## config.mk

```make
export PLATFORM = sky130hd
export DESIGN_NAME = alu_arbiter
export DESIGN_NICKNAME = d
export VERILOG_FILES = /design/src/rtl/alu_pkg.sv /design/src/rtl/rr_arbiter.sv /design/src/rtl/alu_arbiter.sv
export SDC_FILE = /design/constraint.sdc
export NUM_CORES = 1
export LEC_CHECK = 0
export BUFFER_PORTS_ARGS = -buffer_cell sky130_fd_sc_hd__buf_4
export CORE_AREA = 2 2 107 109
export DETAILED_ROUTE_END_ITERATION = 10
export DIE_AREA = 0 0 109 111
export HOLD_SLACK_MARGIN = 0.08
export PLACE_DENSITY = 0.75
export SLEW_MARGIN = 30
export SYNTH_ARGS = -nofsm -noshare
export SYNTH_HDL_FRONTEND = slang
export SYNTH_SLANG_ARGS = --single-unit
export TNS_END_PERCENT = 30
```

## constraint.sdc

```tcl
create_clock -name clk -period 3.62 [get_ports clk]
set_input_delay 0 -clock clk [delete_from_list [all_inputs] [get_ports clk]]
set_output_delay 0 -clock clk [all_outputs]
set_load 0.01 [all_outputs]
```

## src/rtl/alu_pkg.sv

```systemverilog
// Shared definitions for the alu and its arbiter front end: ALU opcodes,
// arbiter FSM state encoding and the default datapath width.
package alu_pkg;

    localparam int DATA_W_DEF = 32;

    localparam logic [2:0] OP_AND = 3'b000;
    localparam logic [2:0] OP_OR  = 3'b001;
    localparam logic [2:0] OP_XOR = 3'b010;
    localparam logic [2:0] OP_NOR = 3'b011;
    localparam logic [2:0] OP_SLT = 3'b100;
    localparam logic [2:0] OP_ADD = 3'b101;
    localparam logic [2:0] OP_SUB = 3'b110;
    localparam logic [2:0] OP_MOD = 3'b111;

    localparam logic [2:0] ST_IDLE    = 3'd0;
    localparam logic [2:0] ST_EXEC    = 3'd1;
    localparam logic [2:0] ST_MSTART  = 3'd2;
    localparam logic [2:0] ST_MSETTLE = 3'd3;
    localparam logic [2:0] ST_MWAIT   = 3'd4;
    localparam logic [2:0] ST_RESP    = 3'd5;

    function automatic logic is_multi_cycle(input logic [2:0] op);
        return op == OP_MOD;
    endfunction

endpackage

```

## src/rtl/rr_arbiter.sv

```systemverilog
// Round-robin grant: scans req starting at ptr and wraps, returning the first
// set requester as a one-hot vector plus its index.
module rr_arbiter #(
    parameter int N   = 2,
    parameter int IDW = 1
) (
    input  logic [N-1:0]   req,
    input  logic [IDW-1:0] ptr,
    output logic [N-1:0]   gnt,
    output logic [IDW-1:0] idx,
    output logic           any
);

    localparam int KW = IDW + 1;

    logic [KW-1:0]  k_ext;
    logic [IDW-1:0] k;

    always_comb begin
        gnt   = '0;
        idx   = '0;
        any   = 1'b0;
        k_ext = '0;
        k     = '0;
        for (int i = 0; i < N; i++) begin
            k_ext = {1'b0, ptr} + KW'(i);
            if (k_ext >= KW'(N)) begin
                k_ext = k_ext - KW'(N);
            end
            k = k_ext[IDW-1:0];
            if (!any && req[k]) begin
                any    = 1'b1;
                gnt[k] = 1'b1;
                idx    = k;
            end
        end
    end

endmodule

```

## src/rtl/alu_arbiter.sv

```systemverilog
// Shares one alu between NUM_REQ requesters: round-robin grant, registered
// operands, single-cycle and MOD start/done sequencing. Optional MOD watchdog: ALU_ARB_TIMEOUT_EN.
module alu_arbiter
    import alu_pkg::*;
#(
    parameter int NUM_REQ     = 2,
    parameter int DATA_W      = DATA_W_DEF,
    parameter int IDW         = (NUM_REQ > 1) ? $clog2(NUM_REQ) : 1,
    parameter int TIMEOUT_CYC = 64
) (
    input  logic                      clk,
    input  logic                      reset,
    input  logic [NUM_REQ-1:0]        req_valid,
    input  logic [NUM_REQ*DATA_W-1:0] req_a,
    input  logic [NUM_REQ*DATA_W-1:0] req_b,
    input  logic [NUM_REQ*3-1:0]      req_op,
    output logic [NUM_REQ-1:0]        req_ready,
    output logic                      rsp_valid,
    output logic [IDW-1:0]            rsp_id,
    output logic [DATA_W-1:0]         rsp_result,
    output logic                      rsp_err,
    input  logic                      rsp_ready,
    output logic                      busy,
    output logic                      alu_start,
    output logic [DATA_W-1:0]         alu_a,
    output logic [DATA_W-1:0]         alu_b,
    output logic [2:0]                alu_op,
    input  logic [DATA_W-1:0]         alu_result,
    input  logic                      alu_done
);

    if (TIMEOUT_CYC < 2) begin : g_bad_timeout
        $error("alu_arbiter: TIMEOUT_CYC must be at least 2");
    end

    logic [2:0]         state;
    logic [IDW-1:0]     ptr_q;
    logic [NUM_REQ-1:0] gnt;
    logic [IDW-1:0]     gnt_idx;
    logic               gnt_any;
    logic               grant;
    logic [DATA_W-1:0]  sel_a;
    logic [DATA_W-1:0]  sel_b;
    logic [2:0]         sel_op;
    logic               to_hit;

    rr_arbiter #(.N(NUM_REQ), .IDW(IDW)) u_rr (
        .req (req_valid),
        .ptr (ptr_q),
        .gnt (gnt),
        .idx (gnt_idx),
        .any (gnt_any)
    );

    // alu_done must be high so a MOD still running inside the alu (e.g. after reset) blocks issue.
    assign grant     = (state == ST_IDLE) && alu_done && gnt_any && !reset;
    assign req_ready = grant ? gnt : '0;
    assign busy      = (state != ST_IDLE);
    assign rsp_valid = (state == ST_RESP);
    assign alu_start = (state == ST_MSTART);

    always_comb begin
        sel_a  = '0;
        sel_b  = '0;
        sel_op = '0;
        for (int i = 0; i < NUM_REQ; i++) begin
            if (gnt[i]) begin
                sel_a  = req_a[i*DATA_W +: DATA_W];
                sel_b  = req_b[i*DATA_W +: DATA_W];
                sel_op = req_op[i*3 +: 3];
            end
        end
    end

`ifdef ALU_ARB_TIMEOUT_EN
    localparam int TW = $clog2(TIMEOUT_CYC + 1);
    logic [TW-1:0] to_cnt;

    always_ff @(posedge clk) begin
        if (reset || !((state == ST_MSETTLE) || (state == ST_MWAIT))) begin
            to_cnt <= '0;
        end else begin
            to_cnt <= to_cnt + TW'(1);
        end
    end

    assign to_hit = (to_cnt == TW'(TIMEOUT_CYC - 1));
`else
    assign to_hit = 1'b0;
`endif

    always_ff @(posedge clk) begin
        if (reset) begin
            state      <= ST_IDLE;
            ptr_q      <= '0;
            alu_a      <= '0;
            alu_b      <= '0;
            alu_op     <= '0;
            rsp_id     <= '0;
            rsp_result <= '0;
            rsp_err    <= 1'b0;
        end else begin
            case (state)
                ST_IDLE: begin
                    if (grant) begin
                        alu_a   <= sel_a;
                        alu_b   <= sel_b;
                        alu_op  <= sel_op;
                        rsp_id  <= gnt_idx;
                        rsp_err <= 1'b0;
                        state   <= is_multi_cycle(sel_op) ? ST_MSTART : ST_EXEC;
                    end
                end
                ST_EXEC: begin
                    rsp_result <= alu_result;
                    state      <= ST_RESP;
                end
                ST_MSTART:  state <= ST_MSETTLE;
                // done may still show the pre-start idle level here, so it is not looked at.
                ST_MSETTLE: state <= ST_MWAIT;
                ST_MWAIT: begin
                    if (alu_done) begin
                        rsp_result <= alu_result;
                        state      <= ST_RESP;
                    end else if (to_hit) begin
                        rsp_result <= '0;
                        rsp_err    <= 1'b1;
                        state      <= ST_RESP;
                    end
                end
                ST_RESP: begin
                    if (rsp_ready) begin
                        ptr_q <= (rsp_id == IDW'(NUM_REQ - 1)) ? '0 : rsp_id + IDW'(1);
                        state <= ST_IDLE;
                    end
                end
                default: state <= ST_IDLE;
            endcase
        end
    end

endmodule

```

==> metrics, run 1 <==
RePlAce Congestion around 0.80; Worst setup SP type register; DRC Markers 0; Post-synth EDFFs 0; H-tree depth 3; MaxCap Viol Count 0; Syn Area/Cell 8.419 um2; pin count of the biggest net entering global routing just over 90; first-pass GRT wire length around 28,000 um; top-count cell post-synth nand2_1; wire length per cell between 15 and 20 um; number of global-route vias before repair roughly 5,700; Hold WS 0.1403 ns; main area contributors after synthesis dfxtp_1, nand2_1, o311ai_1, inv_1, nand3_1; root buffer cell clkbuf_16; total number of vias roughly 5,500; Max Slew Vio Count 0; Synth top area share between 40% and 50%; Post-DP HPWL slightly below 10,000 um; setup TNS 0 ns; peak supply drop around 280 uV; Initial Util roughly two fifths; area grow syn2layout 95.44%; total power around 3.3 mW; Final Hold Vio Count 0; post-route clock skew 0.008487 ns; Top delay family on crit path simple AND/OR/NAND/NOR gates; f_max around 330 MHz; layout cells sized above 1 about a third; total core area roughly 11,000 um2; ys async rst share 0%; Worst Path Arrival between 3 and 4 ns; initial antenna violation count 0; min Tclk post-route approximately 3.0 ns; vias per inst roughly 5.2; Pwr Density 396.1 nW/um2; postcts setup bufs 0; clock net sink count 104; cts hold-fix bufs 164; HP Class input port to register; Setup CP Type register to register; post-route ant nets 0; Post-Syn Nets 677; Finished Layout Cells 1,065; Synth Register Bits between 100 and 150; mapped cell area 4252 um2; IO Port Bufs roughly 280; Max FO, Critical Path 44; slowest stage delay, CP 0.89 ns; final setup vio count 0; fin nets 1,089; Leakage Power roughly 3.8 nW; Yosys warnings 0; gr usage total between 20 and 30%; post-synth top area cell dfxtp_1; slowest CP cell nor3b_4; synth unique cells 36; die area 12,100 um2; crit path cell chain or3_1 -> nor3b_4 -> buf_12 -> nand2_1 -> o311ai_1 -> dlygate4sd3_1; number of diodes 0; Crit. End Element register; Num CTS Buffers 9; IO Pins 278; CP required about 3.9 ns; cell count after placement roughly 880; Slew headroom roughly a third; Worst-path clk slew 0.07 ns; Rows 39; Post-Synthesis Cells 505; Top FF cell, synth dfxtp_1; clk_lat worst skew between 0.3 and 0.4 ns; post-synthesis sequential area ratio between 40% and 50%; result of the run complete, no violations; Iter 0 DRT Violations ~650; Longest Clk Path Bufs 2; Worst Tran Pin Value between 0.9 and 1 ns; Buf/Inv on CP 2; Post-synth top cells nand2_1, dfxtp_1, inv_1, nand3_1, a21oi_1; die height 111 um; final wirelength about 19,000 um; CTS tree yes; period utilization 83.56%; GRT overflow 0; post-CTS sizing 0; Die X 109 um; RSZ-0062 raised after global routing false; first-pass iteration count of the detailed router 5
==> metal layers <==
metal / vias up / routed length (um) / track usage [%]
met5: - / 0 / 0
met4: 0 / 796 / 14.27
met3: 61 / 1426 / 6.878
met2: 300 / 9667 / 53.66
met1: 2581 / 6899 / 31.93
li1: 2571 / - / -
==> worst paths after layout <==
| check | slack [ns] | cells past startpoint | to | start |
|---|---|---|---|---|
| worst max-delay path | 0.60 | 6 | alu_a[13] | state[0] |
| worst min register to register | 0.46 | 2 | rsp_result[13] | rsp_result[13] |
| worst min-delay path | 0.14 | 3 | alu_op[1] | req_op[4] |
| worst max register to register | 0.60 | 6 | alu_a[13] | state[0] |
==> logic make-up (layout without fill, tap and decap cells) <==
logic type / after synthesis / count (layout) / share of synthesized area [%]
flip-flops: 104 / 104 / 48.97
other: 1 / 1 / 0.08820
AND/OR/NAND/NOR: 174 / 174 / 18.22
buffers and inverters: 111 / 528 / 11.36
AO/OA/AOI/OAI: 115 / 115 / 21.37
==> area by class of cell <==
type | instances | area, um2
repair buffers | 444 | 3760
fillers | 692 | 2768
flip-flops and latches | 104 | 2082
multi-input cells | 290 | 1705
inverters | 68 | 255.2
clock buffers | 9 | 225.2
well taps | 143 | 178.9
clock inverters | 7 | 102.6
==> state kept, by name, summed over array words and instances (netlist names) <==
name and cells:
state 3, alu_op 3, alu_b 32, rsp_id 1, ptr_q 1, rsp_result 32, alu_a 32
==> metrics by stage <==
stage | util [%] | setup WS [ns] | cell area [um2]
2_1_floorplan | - | 1.935 | 4252
3_3_place_gp | 57.12 | 1.379 | 6327
3_5_place_dp | 57.12 | 1.233 | 6327
4_1_cts | 74.90 | 0.7044 | 8297
5_1_grt | 75.01 | 0.5318 | 8309
6_report | 75.01 | 0.5951 | 8309
==> placed cells by master (no fill, tap or decap), drive strengths merged, types with 2 or more instances in the layout <==
cell type / instances
a211oi: 3
a21oi: 35
a222oi: 21
a32oi: 3
buf: 280
bufinv: 2
clkbuf: 9
clkinvlp: 3
dfxtp: 104
dlygate4sd3: 164
inv: 70
nand2: 109
nand2b: 2
nand3: 43
nor2: 8
nor2b: 2
nor3: 2
nor3b: 2
o21a: 2
o21ai: 2
o311ai: 43
or3: 2
==> tightest hold or removal path: cells and delay by family <==
family | cells | cell delay [ns]
buffers and inverters | 1 | 0.08
AOI/OAI and AO/OA | 2 | 0.35
==> report_power, final <==
group          total, mW  internal (mW)  switching, mW  leakage, nW
clock               1.08          0.614          0.465        0.150
sequential          1.32           1.25         0.0690        0.850
combinational      0.890          0.487          0.403         2.80
Power figures use the tool's default switching activity.
==> inputs of run 2 (changes only) <==
clock period = 3.16 ns   (was 3.62 ns; I/O delays follow)
==> run 2 against run 1 <==
Compared with the run above:
- largest power group unchanged
- count of clock-buffer cells in the layout is the same
- critical path depth is 1 lower
- setup slack worse by 0.17 ns
- wire length is 3.0% lower
- power up 12%
- global-route usage decreased by 0.30 points
- final cell count unchanged
- largest cell class unchanged
- combinational power rose by 13%
==> metrics, run 2 (same netlist as run 1, synthesis figures left out) <==
result of the run complete, no violations (unchanged); initial antenna violation count 0 (unchanged); Buf/Inv on CP 2 (unchanged); switching part of the total 29.06% (was 28.48%); vias per inst 5.231 (was 5.177); crit path cell chain or3_1 -> o31a_1 -> a222oi_1 -> dlygate4sd3_1 -> inv_1 (was or3_1 -> nor3b_4 -> buf_12 -> nand2_1 -> o311ai_1 -> dlygate4sd3_1); gr usage total 29.45% (was 29.75%); die height 111 um (unchanged); clock net sink count 104 (unchanged); first-pass GRT wire length 28,150 um (was 28,300 um); final wirelength 18,230 um (was 18,790 um); CTS tree yes (unchanged); layout cells sized above 1 33.41% (was 33.30%); Worst Tran Pin Value 1.000 ns (was 0.9840 ns); slowest stage delay, CP 0.64 ns (was 0.89 ns); reg-to-reg critical path startpoint state[2] (was state[0]); Pwr Density 446.8 nW/um2 (was 396.1 nW/um2); Worst-path clk slew 0.08 ns (was 0.07 ns); Longest Clk Path Bufs 2 (unchanged); Num CTS Buffers 9 (unchanged); Clock Power Share 31.7% (was 32.8%); peak supply drop 339.8 uV (was 278.2 uV); final setup vio count 0 (unchanged); sequential share of power 40.9% (was 40.2%); H-tree depth 3 (unchanged); Fill cells 676 (was 692); period utilization 86.40% (was 83.56%); RSZ-0062 raised after global routing false (unchanged); MaxCap Viol Count 0 (unchanged); Crit. End Element register (unchanged); slowest CP cell o31a_1 (was nor3b_4); post-route ant nets 0 (unchanged); post-route clock skew 0.01195 ns (was 0.008487 ns); Max Slew Vio Count 0 (unchanged); postcts setup bufs 0 (unchanged); Post-DP HPWL 9947 um (was 9792 um); min Tclk post-route 2.730 ns (was 3.025 ns); wire length per cell 17.12 um (was 17.64 um); IO Pins 278 (unchanged); root buffer cell clkbuf_16 (unchanged); combinational power share 27.3% (was 27.0%); setup TNS 0 ns (unchanged); GRT overflow 0 (unchanged); CP required 3.41 ns (was 3.90 ns); Die X 109 um (unchanged); die area 12,100 um2 (unchanged); HP Class input port to register (unchanged); RePlAce Congestion 0.7977 (was 0.8000); Iter 0 DRT Violations 568 (was 651); Top delay family on crit path compound AO/OA/AOI/OAI gates (was simple AND/OR/NAND/NOR gates); commonest non-fill, non-tap cell in the layout buf_4 (unchanged); IO Port Bufs 276 (unchanged); hold_sp req_op[0] (was req_op[4]); Rows 39 (unchanged); Final Hold Vio Count 0 (unchanged); Pint 2.625 mW (was 2.354 mW); Slew headroom 33.32% (was 34.33%); worst r2r path cells 5 (was 6); P_sw 1.075 mW (was 0.9375 mW); Top Registers alu_a: 32 flops, alu_b: 32 flops, rsp_result: 32 flops (unchanged); Initial Util 38.38% (unchanged); Hold WS 0.09221 ns (was 0.1403 ns); Worst Path Arrival 2.98 ns (was 3.31 ns); total core area 11,080 um2 (unchanged); Crit Reg-Reg Endpoint alu_b[16] (was alu_a[13]); fin nets 1,089 (unchanged); Setup CP Type register to register (unchanged); Hold Path Cell Cnt 3 (unchanged); Leakage Power 3.798 nW (was 3.795 nW); Max FO, Critical Path 21 (was 44); DRC Markers 0 (unchanged); commonest non-fill, non-tap cells in the layout buf_4, dlygate4sd3_1, nand2_1, dfxtp_1, inv_1 (unchanged); total number of vias 5,571 (was 5,513); pin count of the biggest net entering global routing 93 (unchanged); Worst setup SP type register (unchanged); f_max 366.3 MHz (was 330.6 MHz); number of diodes 0 (unchanged); clk_lat worst skew 0.35 ns (was 0.34 ns); WHS Endpoint alu_op[0] (was alu_op[1]); area grow syn2layout 94.76% (was 95.44%); number of global-route vias before repair 5,734 (was 5,735); r2r setup slk 0.43 ns (was 0.60 ns); first-pass iteration count of the detailed router 6 (was 5)
## run 2: cell types whose count changed in the layout (fill, tap and decap cells not counted), sizes merged
cell / before / now
buf: 280 / 282
bufinv: 2 / 1
clkinv: 0 / 1
clkinvlp: 3 / 1
dlygate4sd3: 164 / 162
inv: 70 / 72
## run 2: timing repair
action / 4_1_cts / 5_1_grt
hold buffers: 162 / 0
endpoints found under the setup margin: 0 / 0
resized for setup: 0 / 0
endpoints found under the hold margin: 99 / 0
## run 2: cell type report
cell class,instances,area [um2],area share (%)
clock inverter,7,83.83,1.012
tap,143,178.9,2.161
clock buffer,9,225.2,2.720
multi-input combinational,290,1704,20.58
inverter,68,255.2,3.083
timing repair buffer,444,3751,45.30
sequential,104,2082,25.14
## run 2: stage by stage
step / power, mW / setup WS (ns) / instance area, um2 / std cells / utilization, %
after floorplan: 1.888 / 1.475 / 4252 / 505 / -
after CTS: 3.657 / 0.5777 / 8280 / 1065 / 74.75
final: 3.700 / 0.4299 / 8280 / 1065 / 74.75
after global placement: 2.290 / 1.190 / 6350 / 887 / 57.33
after global routing: 3.864 / 0.3335 / 8280 / 1065 / 74.75
after detailed placement: 2.311 / 1.104 / 6350 / 887 / 57.33
## run 2: worst max-delay path by stage
stage	from	to	slack [ns]	cells after the start
2_1_floorplan	state[2]	alu_b[10]	1.48	6
3_3_place_gp	state[2]	alu_b[10]	1.19	4
3_5_place_dp	state[2]	alu_b[7]	1.10	4
4_1_cts	state[2]	alu_b[7]	0.58	5
5_1_grt	state[2]	alu_b[15]	0.33	5
6_report	state[2]	alu_b[16]	0.43	5
## run 2: tightest hold or removal path: cells and delay by family
family	cells	cell delay, ns
AOI/OAI and AO/OA	2	0.32
buffers and inverters	1	0.08
## run 2: power groups by stage
| stage | logic [mW] | clock network, mW | registers (mW) |
|---|---|---|---|
| 2_1_floorplan | 0.306 | 0 | 1.58 |
| 4_1_cts | 0.974 | 1.18 | 1.51 |
| 3_5_place_dp | 0.779 | 0 | 1.53 |
| 5_1_grt | 1.08 | 1.26 | 1.53 |
| 3_3_place_gp | 0.762 | 0 | 1.53 |
| 6_report | 1.01 | 1.17 | 1.51 |
## run 2: per-layer routing
| layer | routed length, um | part of all wire (%) | global-route usage [%] |
|---|---|---|---|
| met4 | 795 | 4.4 | 14.79 |
| met3 | 1541 | 8.5 | 7.760 |
| met1 | 6480 | 36 | 30.69 |
| met5 | 0 | 0 | 0 |
| met2 | 9411 | 52 | 53.17 |
==> inputs of run 3 (changes only) <==
CORE_AREA = not set   (was 2 2 107 109)
CORE_ASPECT_RATIO = 0.9   (was not set)
CORE_MARGIN = 5   (was not set)
CORE_UTILIZATION = 42   (was not set)
DIE_AREA = not set   (was 0 0 109 111)
GPL_ROUTABILITY_DRIVEN = 0   (was not set)
PLACE_DENSITY = 0.8   (was 0.75)
==> run 3 against run 2 <==
Compared with the run above:
- clock skew down 0.0042 ns
- first-iteration DRC count increased by 14%
- via count up 4.2%
- cell area up 0.38%
- count of clock-buffer cells in the layout did not move
- setup slack better by 0.0097 ns
- largest cell class unchanged
- largest power group unchanged
- highest routed layer unchanged
==> metrics, run 3 (same netlist as run 1, synthesis figures left out) <==
total power 3.708 mW (was 3.700 mW); die height 105.5 um (was 111 um); Longest Clk Path Bufs 2 (unchanged); Pwr Density 446.2 nW/um2 (was 446.8 nW/um2); postcts setup bufs 0 (unchanged); Pint 2.632 mW (was 2.625 mW); HP Class input port to register (unchanged); Rows 34 (was 39); MaxCap Viol Count 0 (unchanged); sequential share of power 40.9% (about the same); H-tree depth 3 (unchanged); total core area 9784 um2 (was 11,080 um2); area grow syn2layout 95.50% (was 94.76%); number of global-route vias before repair 6,165 (was 5,734); RSZ-0062 raised after global routing false (unchanged); vias per inst 5.506 (was 5.231); gr usage total 32.37% (was 29.45%); crit path from state[2] (unchanged); Worst setup SP type register (unchanged); final setup vio count 0 (unchanged); f_max 367.6 MHz (was 366.3 MHz); Top Registers alu_a: 32 flops, alu_b: 32 flops, rsp_result: 32 flops (unchanged); fin nets 1,094 (was 1,089); post-route design area 8312 um2 (was 8280 um2); cell count after placement 871 (was 887); Final Hold Vio Count 0 (unchanged); setup TNS 0 ns (unchanged); die area 12,240 um2 (was 12,100 um2); DP Area 6335 um2 (was 6350 um2); layout cells sized above 1 33.33% (was 33.41%); Worst-path clk slew 0.08 ns (about the same); reg-to-reg critical path startpoint state[2] (unchanged); Crit. End Element register (unchanged); min Tclk post-route 2.720 ns (was 2.730 ns); P_sw 1.076 mW (was 1.075 mW); Max Slew Vio Count 0 (unchanged); Slew headroom 43.86% (was 33.32%); result of the run complete, no violations (unchanged); root buffer cell clkbuf_16 (unchanged); post-layout util 84.95% (was 74.75%); total number of vias 5,803 (was 5,571); Leakage Power 3.822 nW (was 3.798 nW); post-route ant nets 0 (unchanged); switching part of the total 29.02% (was 29.06%); DRC Markers 0 (unchanged); Clock Power Share 31.2% (was 31.7%); CP required 3.40 ns (was 3.41 ns); Iter 0 DRT Violations 649 (was 568); Setup CP Type register to register (unchanged); Worst Tran Pin Value 0.8420 ns (was 1.000 ns); IO Port Bufs 276 (unchanged); hold_sp req_op[4] (was req_op[0]); Num CTS Buffers 9 (unchanged); GRT overflow 0 (unchanged); Die X 116.1 um (was 109 um); combinational power share 27.9% (was 27.3%); clk_lat worst skew 0.34 ns (was 0.35 ns); final wirelength 20,280 um (was 18,230 um); post-route clock skew 0.007754 ns (was 0.01195 ns); clock net sink count 104 (unchanged); pin count of the biggest net entering global routing 93 (unchanged); Post-DP HPWL 10,990 um (was 9947 um); first-pass GRT wire length 31,580 um (was 28,150 um); Initial Util 43.45% (was 38.38%); period utilization 86.09% (was 86.40%); Worst Path Arrival 2.96 ns (was 2.98 ns); IO Pins 278 (unchanged); commonest non-fill, non-tap cells in the layout buf_4, dlygate4sd3_1, nand2_1, dfxtp_1, inv_1 (unchanged); wire length per cell 19.24 um (was 17.12 um); peak supply drop 318.8 uV (was 339.8 uV); Finished Layout Cells 1,054 (was 1,065); commonest non-fill, non-tap cell in the layout buf_4 (unchanged); first-pass iteration count of the detailed router 7 (was 6); CTS tree yes (unchanged); initial antenna violation count 1 (was 0); Max FO, Critical Path 21 (unchanged)
==> run 3: changes by cell type in the layout (fill, tap and decap cells not counted), sizes merged <==
cell         change
diode            +1
buf              +1
dlygate4sd3      +4
==> run 3: routing by layer <==
| layer | vias to the layer above | track usage (%) | part of all wire, % |
|---|---|---|---|
| met5 | - | 0 | 0 |
| met2 | 421 | 56.74 | 50 |
| met1 | 2688 | 34.29 | 34 |
| met4 | 0 | 18.81 | 6.0 |
| li1 | 2588 | - | - |
| met3 | 106 | 9.112 | 10 |
==> run 3: worst paths after layout <==
path                                  endpoint  slack [ns]  depth (start not counted)
worst max-delay path                 alu_b[16]        0.44                          5
worst min-delay path                 alu_op[1]        0.12                          3
worst max register to register       alu_b[16]        0.44                          5
worst min register to register  rsp_result[21]        0.46                          2
==> run 3: power groups by stage <==
stage / registers [mW] / clock network [mW] / logic [mW]
finish: 1.52 / 1.16 / 1.03
global route: 1.53 / 1.23 / 1.11
CTS: 1.51 / 1.19 / 0.983
detailed placement: 1.53 / 0 / 0.782
global placement: 1.53 / 0 / 0.766
floorplan: 1.58 / 0 / 0.306
==> run 3: metrics by stage <==
stage          setup WS, ns  hold WS, ns
2_1_floorplan         1.475       0.1160
3_3_place_gp          1.167       0.2024
3_5_place_dp          1.066       0.2116
4_1_cts              0.5342       0.1007
5_1_grt              0.3034       0.1159
6_report             0.4396       0.1168
==> run 3: layout make-up <==
type / count / area (um2)
flip-flops and latches: 104 / 2082
fillers: 503 / 1473
inverters: 68 / 255.2
multi-input cells: 290 / 1704
diodes: 1 / 2.502
repair buffers: 449 / 3799
clock inverters: 7 / 86.33
well taps: 126 / 157.7
clock buffers: 9 / 225.2
==> run 3: what timing repair did <==
action | in CTS | in global routing
hold buffers | 166 | 0
endpoints found under the hold margin | 102 | 0
endpoints found under the setup margin | 0 | 0
gates resized for setup | 0 | 0
==> run 3: critical path, stage by stage, from the launching register on <==
cell and delay [ns]:
dfxtp_1 0.35, or3_1 0.58, o31a_1 0.64, a222oi_1 0.41, dlygate4sd3_1 0.60, inv_1 0.04
